## config.mk

```make
export PLATFORM = sky130hd
export DESIGN_NAME = dut_stim_gen_flat
export DESIGN_NICKNAME = d
export VERILOG_FILES = /design/src/rtl/dut_stim_pkg.sv /design/src/rtl/dut_stim_gen_if.sv /design/src/rtl/dut_stim_lfsr.sv /design/src/rtl/dut_stim_gen.sv /design/src/flat_wrapper.sv
export SDC_FILE = /design/constraint.sdc
export NUM_CORES = 1
export LEC_CHECK = 0
export ABC_AREA = 1
export BUFFER_PORTS_ARGS = -buffer_cell sky130_fd_sc_hd__buf_2
export CAP_MARGIN = 15
export CORE_ASPECT_RATIO = 1.2
export CORE_MARGIN = 2
export CORE_UTILIZATION = 35
export DETAILED_ROUTE_END_ITERATION = 16
export PLACE_DENSITY = 0.49
export RECOVER_POWER = 50
export SLEW_MARGIN = 20
export SYNTH_ARGS = -nofsm -noshare
export SYNTH_HDL_FRONTEND = slang
export SYNTH_SLANG_ARGS = --single-unit
```

## constraint.sdc

```tcl
create_clock -name clk -period 2 [get_ports clk]
set_input_delay 0.2 -clock clk [delete_from_list [all_inputs] [get_ports clk]]
set_output_delay 0.2 -clock clk [all_outputs]
set_load 0.05 [all_outputs]
```

## src/rtl/dut_stim_pkg.sv

```systemverilog
// Shared types and constants for the dut_stim_gen stimulus source.
// Holds the FSM state enum, pattern mode codes, LFSR taps and pattern helpers.
package dut_stim_pkg;

    typedef enum logic [1:0] {
        IDLE = 2'd0,
        RUN  = 2'd1,
        HOLD = 2'd2,
        DONE = 2'd3
    } state_e;

    localparam logic [1:0]  MODE_LFSR  = 2'd0;
    localparam logic [1:0]  MODE_WALK  = 2'd1;
    localparam logic [1:0]  MODE_COUNT = 2'd2;
    localparam logic [1:0]  MODE_CONST = 2'd3;
    localparam logic [15:0] LFSR_TAPS  = 16'hB400;

    function automatic logic [15:0] lfsr_next(input logic [15:0] v);
        logic [15:0] r;
        if (v[0]) begin
            r = (v >> 1) ^ LFSR_TAPS;
        end else begin
            r = v >> 1;
        end
        return r;
    endfunction

    // Returns {a, b} for pair index k (only the low three bits matter).
    function automatic logic [1:0] stim_pair(input logic [1:0] mode,
                                             input logic [2:0] k_lo,
                                             input logic [1:0] lfsr_lo);
        logic [1:0] r;
        case (mode)
            MODE_LFSR:  r = {lfsr_lo[0], lfsr_lo[1]};
            MODE_WALK:  r = {~k_lo[0], (k_lo == 3'd7)};
            MODE_COUNT: r = {k_lo[0], k_lo[1]};
            MODE_CONST: r = 2'b10;
            default:    r = 2'b00;
        endcase
        return r;
    endfunction

endpackage

```

## src/rtl/dut_stim_gen_if.sv

```systemverilog
// Control/stimulus bundle between a run controller (master) and dut_stim_gen (slave).
// ones_a/ones_b exist only when DUT_STIM_ONES_EN is defined.
interface dut_stim_gen_if #(
    parameter int LEN_W = 16
);
    logic             start;
    logic [1:0]       mode;
    logic [LEN_W-1:0] length;
    logic             pause;
    logic             a;
    logic             b;
    logic             valid;
    logic             busy;
    logic             done;
    logic [LEN_W-1:0] cycles;
`ifdef DUT_STIM_ONES_EN
    logic [LEN_W-1:0] ones_a;
    logic [LEN_W-1:0] ones_b;

    modport master (output start, mode, length, pause,
                    input  a, b, valid, busy, done, cycles, ones_a, ones_b);
    modport slave  (input  start, mode, length, pause,
                    output a, b, valid, busy, done, cycles, ones_a, ones_b);
`else
    modport master (output start, mode, length, pause,
                    input  a, b, valid, busy, done, cycles);
    modport slave  (input  start, mode, length, pause,
                    output a, b, valid, busy, done, cycles);
`endif
endinterface

```

## src/rtl/dut_stim_lfsr.sv

```systemverilog
// 16-bit Galois LFSR with seed load and step enable.
// o_cur is the value to use for the pair emitted on this edge (SEED when loading).
module dut_stim_lfsr
    import dut_stim_pkg::*;
#(
    parameter int                LFSR_W = 16,
    parameter logic [LFSR_W-1:0] SEED   = 16'hACE1
) (
    input  logic              clk,
    input  logic              reset,
    input  logic              i_load,
    input  logic              i_step,
    output logic [LFSR_W-1:0] o_cur
);

    logic [LFSR_W-1:0] r_state;
    logic [LFSR_W-1:0] w_base;

    // Select the value this edge works from: fresh seed on load, else the held state.
    always_comb begin
        if (i_load) begin
            w_base = SEED;
        end else begin
            w_base = r_state;
        end
    end

    // Advance once per emission; a load with no emission just parks the seed.
    always_ff @(posedge clk) begin
        if (reset) begin
            r_state <= SEED;
        end else if (i_step) begin
            r_state <= lfsr_next(w_base);
        end else if (i_load) begin
            r_state <= SEED;
        end else begin
            r_state <= r_state;
        end
    end

    assign o_cur = w_base;

endmodule

```

## src/rtl/dut_stim_gen.sv

```systemverilog
// Stimulus generator for the DUT a/b inputs: start/pause/done controlled pattern runs.
// Optional per-bit ones counters are built when DUT_STIM_ONES_EN is defined.
module dut_stim_gen
    import dut_stim_pkg::*;
#(
    parameter int                LEN_W  = 16,
    parameter int                LFSR_W = 16,
    parameter logic [LFSR_W-1:0] SEED   = 16'hACE1
) (
    input  logic           clk,
    input  logic           reset,
    dut_stim_gen_if.slave  bus
);

    state_e           r_state;
    logic [1:0]       r_mode;
    logic [LEN_W-1:0] r_len;
    logic [LEN_W-1:0] r_cycles;
    logic             r_a;
    logic             r_b;
    logic             r_valid;
    logic             r_busy;
    logic             r_done;

    logic             w_load;
    logic             w_emit;
    logic [1:0]       w_mode;
    logic [LEN_W-1:0] w_k;
    logic [LFSR_W-1:0] w_lfsr;
    logic [1:0]       w_pair;

    // Decide whether a pair leaves this edge, and which index/mode it uses.
    always_comb begin
        w_load = 1'b0;
        w_emit = 1'b0;
        w_mode = r_mode;
        w_k    = r_cycles;
        case (r_state)
            IDLE: begin
                w_load = bus.start;
                w_emit = bus.start && (bus.length != {LEN_W{1'b0}});
                w_mode = bus.mode;
                w_k    = {LEN_W{1'b0}};
            end
            RUN:     w_emit = (r_cycles != r_len) && !bus.pause;
            HOLD:    w_emit = !bus.pause;
            default: w_emit = 1'b0;
        endcase
        w_pair = stim_pair(w_mode, w_k[2:0], w_lfsr[1:0]);
    end

    dut_stim_lfsr #(
        .LFSR_W (LFSR_W),
        .SEED   (SEED)
    ) u_lfsr (
        .clk    (clk),
        .reset  (reset),
        .i_load (w_load),
        .i_step (w_emit),
        .o_cur  (w_lfsr)
    );

    // Run FSM and registered outputs; the run-length check takes priority over pause.
    always_ff @(posedge clk) begin
        if (reset) begin
            r_state  <= IDLE;
            r_mode   <= 2'd0;
            r_len    <= {LEN_W{1'b0}};
            r_cycles <= {LEN_W{1'b0}};
            r_a      <= 1'b0;
            r_b      <= 1'b0;
            r_valid  <= 1'b0;
            r_busy   <= 1'b0;
            r_done   <= 1'b0;
        end else begin
            r_done  <= 1'b0;
            r_valid <= w_emit;
            case (r_state)
                IDLE: begin
                    if (bus.start) begin
                        r_mode <= bus.mode;
                        r_len  <= bus.length;
                        if (bus.length != {LEN_W{1'b0}}) begin
                            r_state <= RUN;
                            r_busy  <= 1'b1;
                        end else begin
                            r_state <= DONE;
                            r_done  <= 1'b1;
                        end
                    end
                end
                RUN: begin
                    if (r_cycles == r_len) begin
                        r_state <= DONE;
                        r_done  <= 1'b1;
                        r_busy  <= 1'b0;
                    end else if (bus.pause) begin
                        r_state <= HOLD;
                    end
                end
                HOLD: begin
                    if (!bus.pause) begin
                        r_state <= RUN;
                    end
                end
                DONE: begin
                    r_state <= IDLE;
                    r_busy  <= 1'b0;
                end
                default: begin
                    r_state <= IDLE;
                    r_busy  <= 1'b0;
                end
            endcase
            if (w_emit) begin
                r_a      <= w_pair[1];
                r_b      <= w_pair[0];
                r_cycles <= w_k + {{(LEN_W-1){1'b0}}, 1'b1};
            end else if (w_load) begin
                r_cycles <= {LEN_W{1'b0}};
            end
        end
    end

`ifdef DUT_STIM_ONES_EN
    logic [LEN_W-1:0] r_ones_a;
    logic [LEN_W-1:0] r_ones_b;
    logic [LEN_W-1:0] w_ones_a_base;
    logic [LEN_W-1:0] w_ones_b_base;

    // The accepted start both clears the counts and may count its own first pair.
    always_comb begin
        if (w_load) begin
            w_ones_a_base = {LEN_W{1'b0}};
            w_ones_b_base = {LEN_W{1'b0}};
        end else begin
            w_ones_a_base = r_ones_a;
            w_ones_b_base = r_ones_b;
        end
    end

    // Count emitted ones on each stimulus bit.
    always_ff @(posedge clk) begin
        if (reset) begin
            r_ones_a <= {LEN_W{1'b0}};
            r_ones_b <= {LEN_W{1'b0}};
        end else if (w_emit) begin
            r_ones_a <= w_ones_a_base + {{(LEN_W-1){1'b0}}, w_pair[1]};
            r_ones_b <= w_ones_b_base + {{(LEN_W-1){1'b0}}, w_pair[0]};
        end else begin
            r_ones_a <= w_ones_a_base;
            r_ones_b <= w_ones_b_base;
        end
    end

    assign bus.ones_a = r_ones_a;
    assign bus.ones_b = r_ones_b;
`endif

    assign bus.a      = r_a;
    assign bus.b      = r_b;
    assign bus.valid  = r_valid;
    assign bus.busy   = r_busy;
    assign bus.done   = r_done;
    assign bus.cycles = r_cycles;

endmodule
```

## src/flat_wrapper.sv

```systemverilog
// flat-port wrapper written by rule: the top's interface ports become plain ports
module dut_stim_gen_flat import dut_stim_pkg::*;
#(
    parameter int                LEN_W  = 16,
    parameter int                LFSR_W = 16,
    parameter logic [LFSR_W-1:0] SEED   = 16'hACE1
)
  (clk, reset, bus_start, bus_mode, bus_length, bus_pause, bus_a, bus_b, bus_valid, bus_busy, bus_done, bus_cycles);
  dut_stim_gen_if #(.LEN_W(LEN_W)) bus_i ();
  input  logic clk;
  input  logic reset;
  input wire logic [$bits(bus_i.start)-1:0] bus_start;
  input wire logic [$bits(bus_i.mode)-1:0] bus_mode;
  input wire logic [$bits(bus_i.length)-1:0] bus_length;
  input wire logic [$bits(bus_i.pause)-1:0] bus_pause;
  output wire logic [$bits(bus_i.a)-1:0] bus_a;
  output wire logic [$bits(bus_i.b)-1:0] bus_b;
  output wire logic [$bits(bus_i.valid)-1:0] bus_valid;
  output wire logic [$bits(bus_i.busy)-1:0] bus_busy;
  output wire logic [$bits(bus_i.done)-1:0] bus_done;
  output wire logic [$bits(bus_i.cycles)-1:0] bus_cycles;
  assign bus_i.start = bus_start;
  assign bus_i.mode = bus_mode;
  assign bus_i.length = bus_length;
  assign bus_i.pause = bus_pause;
  assign bus_a = bus_i.a;
  assign bus_b = bus_i.b;
  assign bus_valid = bus_i.valid;
  assign bus_busy = bus_i.busy;
  assign bus_done = bus_i.done;
  assign bus_cycles = bus_i.cycles;
  dut_stim_gen #(.LEN_W(LEN_W), .LFSR_W(LFSR_W), .SEED(SEED)) u_core (.clk(clk), .reset(reset), .bus(bus_i));
endmodule
```

==> impl_metrics.json, run 1 <==
{
  "critPathArrivalTime_ns": 2.06,
  "h-tree-depth": 3,
  "wl_met2_um": 4360,
  "synthSimpleGateAreaFrac": 0.333,
  "syn2layout_area_growth_pct": 18.9,
  "first_pass_iters": 4,
  "dp_hpwl_um": 6370,
  "min_from": "bus_mode[1]",
  "rsz0062_at_grt": "false",
  "cts_root_buffer": "clkbuf_8",
  "fin_util": 0.425,
  "cp-startpoint": "u_core.r_state[0]$_SDFFE_PP0P_",
  "diodes": 0,
  "drv_slew": 0,
  "synth_top_family_by_area": "simple AND/OR/NAND/NOR gates",
  "power_frac_seq": 0.426,
  "p_leak_nw": 1.48,
  "ys_seq_area_frac": 0.374,
  "mostFrequentLayoutCell": "nand2_1",
  "globalplace.congestion": 0.820,
  "clockPowerShare": 0.323,
  "hold_depth": 3,
  "ios": 43,
  "setup_viol": 0,
  "avgSynthCellArea_sq_um": 6.50,
  "switching_power_w": 0.00105,
  "synth_adder_area_share": 0.00821,
  "cts_buffer_depth": 2,
  "post_drt_wl_per_cell_um": 13.7,
  "wl_met3_um": 324,
  "track_usage": 0.201,
  "dieArea_sq_um": 9470,
  "ys_warn_count": 0,
  "drive_gt1_frac": 0.153,
  "syn-cell-area_sq_um": 3050,
  "synthMuxAreaShare": 0,
  "synthDistinctLibCells": 30,
  "hold_buffers": 0,
  "grt_pass1_vias": 2980,
  "ys_ff_latch": 57,
  "crit_type": "flip-flop to flip-flop",
  "yosysTopAreaCell": "dfxtp_1",
  "synthTopCellsByArea": "dfxtp_1, nand2_1, a21oi_1",
  "final_cell_mix": "nand2_1, nor2_1, dfxtp_1",
  "tns_ns": 0,
  "cts_buffers": 9,
  "row_count": 37,
  "synth_xor_area_frac": 0.0172,
  "viasPerCell": 4.87,
  "syn-num-nets": 493,
  "cap_violations": 0,
  "overflow": 0,
  "hold_violations": 0,
  "met1_length_um": 3820,
  "min_path_type": "primary input to flip-flop",
  "r2r_cells": 7,
  "post-route-drc-count": 0,
  "core_area_sq_um": 8520,
  "first_iter_violations": 172,
  "synth-compound-area-share": 0.165,
  "stdcell_count": 640,
  "endpoint_kind": "flip-flop",
  "maxSlewHeadroom": 0.592,
  "synth_top_area_frac": 0.374,
  "p_comb_frac": 0.251,
  "cts_sinks": 57,
  "grt_start_max_net_pins": 38,
  "cts_tree": "built",
  "dp_cells": 623,
  "finClkSkew_ns": 0.00969,
  "fin_crit_sh": 0.921,
  "grt_pass1_wl_um": 14100,
  "clk_pin_slew_ns": 0.06,
  "cp.required_ns": 2.22,
  "initial_core_util": 0.358,
  "nets": 542,
  "insertion_delay_ns": 0.35,
  "vias": 3117,
  "postRouteAntennaNets": 0,
  "status": "complete, no violations",
  "topRoutingLayerUsed": "met4",
  "vdd_drop_max_v": 0.000345,
  "synth_cells": 469,
  "power_density_nw_per_um2": 845,
  "antenna_found_initial": 0,
  "sw_frac_of_total": 0.341,
  "tightestPinTransition_ns": 0.615,
  "timing.fmax_mhz": 543,
  "die_width_um": 89.2,
  "cp-start-kind": "flip-flop",
  "portBuffers": 42,
  "internal-power_w": 0.00202,
  "totalWireLength_um": 8760,
  "die-height_um": 106,
  "fin_crit_ns": 1.84,
  "r2r_start": "u_core.r_state[0]$_SDFFE_PP0P_",
  "cp_max_fo": 37
}
## synthesized netlist by cell type (all sizes together)
cell    instances
nand2         119
nor2           64
dfxtp          57
inv            48
nand3          47
a21oi          46
o21ai          38
buf            12
clkbuf         11
o211ai          5
nand4           4
xor2            4
o21bai          3
ha              2
o221ai          2
or2             2
xnor2           2
nand3b          1
nor3            1
o22ai           1
## worst max-delay path, stage by stage, from the launching register on
cell and delay (ns):
dfxtp_2 0.34, inv_1 0.14, nand2_4 0.12, nor2_2 0.29, inv_1 0.14, buf_12 0.19
o21ai_0 0.40, a21oi_1 0.06
## per-layer routing
| layer | vias to the layer above | global-route usage |
|---|---|---|
| met5 | - | 0 |
| met1 | 1417 | 0.230 |
| met3 | 16 | 0.0435 |
| met4 | 0 | 0.0970 |
| li1 | 1618 | - |
| met2 | 66 | 0.344 |
## registers in the layout, summed over array words and instances, names as in the netlist
| register | cells |
|---|---|
| u_core.bus.cycles | 16 |
| u_core.r_len | 16 |
| u_core.u_lfsr.r_state | 16 |
| u_core.r_mode | 2 |
| u_core.r_state | 2 |
| u_core.bus.a | 1 |
| u_core.bus.b | 1 |
| u_core.bus.busy | 1 |
| u_core.bus.done | 1 |
| u_core.bus.valid | 1 |
## per-stage QoR
stage               cell area (sq um)  hold slack (ns)  power [W]  worst slack, ns
floorplan                        3050            0.347    0.00185           0.0135
global placement                 3440            0.453    0.00208           0.0812
detailed placement               3440            0.459    0.00209           0.0533
CTS                              3610            0.112    0.00309           0.0317
global route                     3620            0.108    0.00326          0.00253
finish                           3620            0.126    0.00306            0.158
## cells by family after synthesis
group | after synthesis
adders and majority gates | 2
xor gates and xnor gates | 6
DFF | 57
AOI/OAI and AO/OA | 95
and+or+nand+nor | 238
buffers and inverters | 71
## power groups by stage
| stage | sequential (W) | combinational [W] | clock (W) |
|---|---|---|---|
| floorplan | 0.00137 | 0.000480 | 0 |
| global placement | 0.00133 | 0.000756 | 0 |
| detailed placement | 0.00133 | 0.000759 | 0 |
| CTS | 0.00130 | 0.000763 | 0.00103 |
| global route | 0.00132 | 0.000857 | 0.00108 |
| finish | 0.00131 | 0.000767 | 0.000989 |
## final cells by class
class | count | area (sq um)
timing repair buffer | 61 | 360
sequential | 57 | 1150
tap | 117 | 146
clock buffer | 13 | 159
clock inverter | 3 | 15.0
multi-input combinational | 341 | 1610
inverter | 48 | 180
fill | 966 | 4890
## path summary, 6_finish.rpt
kind | slack (ns) | end
hold reg to reg | 0.47 | u_core.r_len[13]$_SDFFE_PP0P_
setup / recovery | 0.16 | u_core.r_len[15]$_SDFFE_PP0P_
setup reg to reg | 0.16 | u_core.r_len[15]$_SDFFE_PP0P_
hold / removal | 0.13 | u_core.r_mode[1]$_SDFFE_PP0P_
## repair_timing
item	in CTS	in global routing
buffers inserted	0	1
endpoints found under the setup margin	0	35
gates resized for setup	0	15
No activity file was read; power rests on OpenSTA's default activity.
==> run 2: changes to the inputs <==
--- a/config.mk
+++ b/config.mk
@@ -10,9 +10,9 @@
 export CAP_MARGIN = 15
 export CORE_ASPECT_RATIO = 1.2
 export CORE_MARGIN = 2
-export CORE_UTILIZATION = 35
+export CORE_UTILIZATION = 30
 export DETAILED_ROUTE_END_ITERATION = 16
-export PLACE_DENSITY = 0.49
+export PLACE_DENSITY = 0.45
 export RECOVER_POWER = 50
 export SLEW_MARGIN = 20
 export SYNTH_ARGS = -nofsm -noshare
==> constraint.sdc (replaced) <==
create_clock -name clk -period 1.55 [get_ports clk]
set_input_delay 0.155 -clock clk [delete_from_list [all_inputs] [get_ports clk]]
set_output_delay 0.155 -clock clk [all_outputs]
set_load 0.05 [all_outputs]
==> impl_metrics.json, run 2 (synthesis gave the netlist of run 1 again) <==
{
  "diodes": 0,
  "min_from": "bus_mode[1]",
  "min_path_type": "primary input to flip-flop",
  "vdd_drop_max_v": 0.000633,
  "totalWireLength_um": 9860,
  "rsz0062_at_grt": "true",
  "cts_root_buffer": "clkbuf_16",
  "grt_use_met3": 0.0296,
  "dp_hpwl_um": 7080,
  "critPathArrivalTime_ns": 1.88,
  "drv_slew": 0,
  "fin_crit_ns": 1.66,
  "post_drt_wl_per_cell_um": 13.2,
  "h-tree-depth": 3,
  "path_cells": "inv_2, nand2_2, nand2_2, nor2_4, nand2_2, nor2_4, nand2_2, nand2_4, nand2_4, nand2_8, buf_8, nor2_4, nand3_1, nand2_1",
  "ff2ff_setup_slack_ns": -0.11,
  "fin_crit_sh": 1.07,
  "row_count": 40,
  "timing.fmax_mhz": 602,
  "first_iter_violations": 118,
  "cts_buffers": 9,
  "postRouteAntennaNets": 0,
  "ios": 43,
  "portBuffers": 42,
  "crit_type": "flip-flop to flip-flop",
  "grt_pass1_wl_um": 15700,
  "track_usage": 0.187,
  "min_to": "u_core.r_mode[1]$_SDFFE_PP0P_",
  "grt_use_met2": 0.346,
  "setup_slack_ns": -0.112,
  "top_usage_layer": "met2",
  "final_cell_mix": "buf_4, nand2_1, a21oi_1",
  "antenna_found_initial": 0,
  "nets": 641,
  "globalplace.congestion": 0.835,
  "cap_violations": 0,
  "initial_core_util": 0.306,
  "clk_pin_slew_ns": 0.05,
  "cts_tree": "built",
  "setup_viol": 35,
  "failed_checks": "setup timing",
  "r2r_start": "u_core.bus.cycles[8]$_SDFFE_PP0P_",
  "seqCellArea_sq_um": 1210,
  "hold_buffers": 0,
  "cp_max_fo": 7,
  "endpoint_kind": "flip-flop",
  "cp_top_family": "simple AND/OR/NAND/NOR gates",
  "hold_depth": 3,
  "holdWs_ns": 0.0923,
  "path_common_cell": "nand2_2",
  "post-route-drc-count": 0,
  "r2r_cells": 14,
  "cts_buffer_depth": 2,
  "syn2layout_area_growth_pct": 60.4,
  "viasPerCell": 4.69,
  "maxSlewHeadroom": 0.584,
  "finClkSkew_ns": 0.00748,
  "num-fill-cells": 1041,
  "grt_pass1_vias": 3415,
  "multi_input_area_sq_um": 1900,
  "finalPower_w": 0.00510,
  "vias": 3505,
  "max_stage_delay_ns": 0.35,
  "dieArea_sq_um": 11000,
  "cp-start-kind": "flip-flop",
  "die_width_um": 96.0,
  "core_area_sq_um": 9960,
  "die-height_um": 114,
  "grt_start_max_net_pins": 32,
  "p_leak_nw": 2.09,
  "use_met1": 0.207,
  "mostFrequentLayoutCell": "buf_4",
  "cp.required_ns": 1.77,
  "tns_ns": -2.35,
  "tightestPinTransition_ns": 0.626,
  "overflow": 0,
  "critPathSlowestCell": "dfxtp_4",
  "status": "finished, violations left",
  "r2r-end": "u_core.bus.cycles[9]$_SDFFE_PP0P_",
  "drive_gt1_frac": 0.436,
  "hold_violations": 0,
  "insertion_delay_ns": 0.33,
  "timing.critical_path.buf_inv": 2,
  "cts_sinks": 57,
  "power_density_nw_per_um2": 1040,
  "first_pass_iters": 4
}
-- run 2: cell types whose count changed in the layout (fill, tap and decap cells not counted), moves of 14 or more --
cell / change
nand2_2: +20
dfxtp_1: -14
dfxtp_4: +14
nor2_1: -18
nand2_1: -24
buf_4: +89
-- run 2: worst max path at each step --
stage,from,end,slack (ns),cells after the start
final,u_core.bus.cycles[8]$_SDFFE_PP0P_,u_core.bus.cycles[9]$_SDFFE_PP0P_,-0.11,14
after global routing,u_core.r_state[1]$_SDFFE_PP0P_,u_core.bus.cycles[9]$_SDFFE_PP0P_,-0.22,11
after CTS,u_core.bus.cycles[2]$_SDFFE_PP0P_,u_core.bus.cycles[1]$_SDFFE_PP0P_,-0.17,14
after detailed placement,u_core.bus.cycles[0]$_SDFFE_PP0P_,u_core.u_lfsr.r_state[3]$_SDFF_PP0_,-0.28,13
after global placement,u_core.bus.cycles[0]$_SDFFE_PP0P_,u_core.u_lfsr.r_state[1]$_SDFF_PP0_,-0.26,13
after floorplan,u_core.bus.cycles[4]$_SDFFE_PP0P_,u_core.u_lfsr.r_state[6]$_SDFF_PP1_,-0.18,14
-- run 2: cell type report --
type	count	area share
repair buffers	160	0.235
flip-flops and latches	57	0.247
multi-input cells	341	0.389
clock inverters	4	0.00486
well taps	126	0.0322
clock buffers	12	0.0548
inverters	48	0.0374
-- run 2: timing repair --
item / 4_1_cts / 5_1_grt
gates cloned: 0 / 1
setup buffers: 14 / 7
endpoints found under the setup margin: 54 / 47
pin swaps: 26 / 44
resized for setup: 47 / 82
-- run 2: through the flow --
step	cell area [sq um]	util	setup WS, ns	cells
global placement	4120	0.413	-0.259	715
CTS	4640	0.466	-0.172	744
global route	4890	0.491	-0.217	748
finish	4890	0.491	-0.112	748
detailed placement	4120	0.413	-0.285	715
floorplan	3130	-	-0.178	469
-- run 2: where the power goes --
part / total, W / internal [W] / switching, W
logic: 0.00150 / 0.000649 / 0.000856
registers: 0.00168 / 0.00159 / 0.0000818
clock network: 0.00192 / 0.00122 / 0.000707
-- run 2: per-layer routing --
metal	vias to the layer above	wire, um
met4	0	206
li1	1816	-
met2	55	5240
met1	1620	4020
met3	14	396
met5	-	0
-- run 2: worst reg2reg max path: cells and delay by family (launching register included) --
family | cells | cell delay [ns]
AND/OR/NAND/NOR | 12 | 1.03
flip-flops | 1 | 0.35
buffers and inverters | 2 | 0.18
==> run 3: changes to the inputs <==
--- a/config.mk
+++ b/config.mk
@@ -14,6 +14,7 @@
 export DETAILED_ROUTE_END_ITERATION = 16
 export PLACE_DENSITY = 0.45
 export RECOVER_POWER = 50
+export SKIP_CTS_REPAIR_TIMING = 1
 export SLEW_MARGIN = 20
 export SYNTH_ARGS = -nofsm -noshare
 export SYNTH_HDL_FRONTEND = slang
==> impl_metrics.json, run 3 (synthesis gave the netlist of run 1 again) <==
{
  "status": "finished, violations left",
  "failed_checks": "setup timing",
  "critPathArrivalTime_ns": 1.91,
  "stdcell_count": 741,
  "first_pass_iters": 4,
  "finClkSkew_ns": 0.00844,
  "rsz0062_at_grt": "true",
  "first_iter_violations": 114,
  "cts_sinks": 57,
  "core_area_sq_um": 9960,
  "grt_start_max_net_pins": 32,
  "hold_violations": 0,
  "globalplace.congestion": 0.835,
  "timing.fmax_mhz": 604,
  "post_drt_wl_per_cell_um": 13.4,
  "diodes": 0,
  "holdWs_ns": 0.0918,
  "portBuffers": 42,
  "path_cells": "inv_2, nand2_1, nand2_2, nor2_4, nand2_2, nor2_4, nand2_2, nand2_4, nand2_4, nand2_8, buf_6, nand3_2, a21oi_2",
  "drv_slew": 0,
  "fin_crit_sh": 1.07,
  "finalPower_w": 0.00508,
  "crit_type": "flip-flop to flip-flop",
  "nets": 634,
  "power_density_nw_per_um2": 1060,
  "seqCellArea_sq_um": 1210,
  "die_width_um": 96.0,
  "row_count": 40,
  "cts_tree": "built",
  "totalWireLength_um": 9900,
  "maxSlewHeadroom": 0.584,
  "dieArea_sq_um": 11000,
  "h-tree-depth": 3,
  "grt_pass1_vias": 3386,
  "insertion_delay_ns": 0.33,
  "track_usage": 0.185,
  "drive_gt1_frac": 0.405,
  "fin_crit_ns": 1.66,
  "num-fill-cells": 1058,
  "initial_core_util": 0.306,
  "dpl_cell_area_sq_um": 4120,
  "ios": 43,
  "cap_violations": 0,
  "syn2layout_area_growth_pct": 57.8,
  "tightestPinTransition_ns": 0.626,
  "p_leak_nw": 2.04,
  "cp.required_ns": 1.81,
  "min_path_type": "primary input to flip-flop",
  "max_stage_delay_ns": 0.36,
  "setup_viol": 33,
  "postRouteAntennaNets": 0,
  "cp-start-kind": "flip-flop",
  "cp_max_fo": 6,
  "multi_input_area_sq_um": 1880,
  "die-height_um": 114,
  "setup_slack_ns": -0.105,
  "cts_root_buffer": "clkbuf_16",
  "critPathSlowestCell": "dfxtp_4",
  "fin_area_sq_um": 4810,
  "antenna_found_initial": 0,
  "clk_pin_slew_ns": 0.05,
  "overflow": 0,
  "grt_pass1_wl_um": 15400,
  "cts_buffers": 9,
  "path_common_cell": "nand2_2",
  "dp_hpwl_um": 7080,
  "final_cell_mix": "nand2_1, buf_4, a21oi_1",
  "vdd_drop_max_v": 0.000591,
  "cts_buffer_depth": 2,
  "endpoint_kind": "flip-flop",
  "dp_cells": 715,
  "ff2ff_setup_slack_ns": -0.11,
  "viasPerCell": 4.72,
  "vias": 3495,
  "post-route-drc-count": 0
}
-- run 3: changes by cell type in the layout (fill, tap and decap cells not counted), sizes merged --
cell	delta
clkbuf	+2
buf	-9
-- run 3: final timing paths --
check / from / endpoint / depth (start not counted)
max reg2reg: u_core.bus.cycles[9]$_SDFFE_PP0P_ / u_core.bus.cycles[12]$_SDFFE_PP0P_ / 13
min reg2reg: u_core.bus.busy$_SDFFE_PP0P_ / u_core.bus.busy$_SDFFE_PP0P_ / 2
max: u_core.bus.cycles[9]$_SDFFE_PP0P_ / u_core.bus.cycles[12]$_SDFFE_PP0P_ / 13
min: bus_mode[1] / u_core.r_mode[1]$_SDFFE_PP0P_ / 3
-- run 3: area by class of cell --
| class | instances | area share |
|---|---|---|
| clock buffers | 12 | 0.0557 |
| clock inverters | 4 | 0.00494 |
| inverters | 48 | 0.0385 |
| multi-input cells | 341 | 0.390 |
| flip-flops and latches | 57 | 0.251 |
| well taps | 126 | 0.0328 |
| repair buffers | 153 | 0.227 |
-- run 3: worst max-delay path, delay by kind of cell, from the launching register on --
| kind | cells | cell delay (ns) |
|---|---|---|
| AO/OA/AOI/OAI | 1 | 0.15 |
| flip-flops | 1 | 0.36 |
| buffers and inverters | 2 | 0.17 |
| AND/OR/NAND/NOR | 10 | 0.91 |
-- run 3: layer usage --
metal	GRT usage	wire, um	vias up
li1	-	-	1811
met1	0.207	4180	1622
met3	0.0303	283	16
met4	0.0810	222	0
met5	0	0	-
met2	0.335	5220	46
-- run 3: stage by stage --
stage | util | worst slack, ns | TNS, ns
after floorplan | - | -0.178 | -3.55
after global placement | 0.413 | -0.259 | -7.80
after detailed placement | 0.413 | -0.285 | -9.15
after CTS | 0.443 | -0.334 | -11.33
after global routing | 0.483 | -0.221 | -5.97
final | 0.483 | -0.105 | -1.68
-- run 3: power by group --
group | total (W) | internal [W] | switching (W) | leakage (nW)
sequential | 0.00168 | 0.00159 | 0.0000825 | 0.482
combinational | 0.00149 | 0.000641 | 0.000845 | 1.41
clock | 0.00192 | 0.00122 | 0.000699 | 0.144
total | 0.00508 | 0.00345 | 0.00163 | 2.04
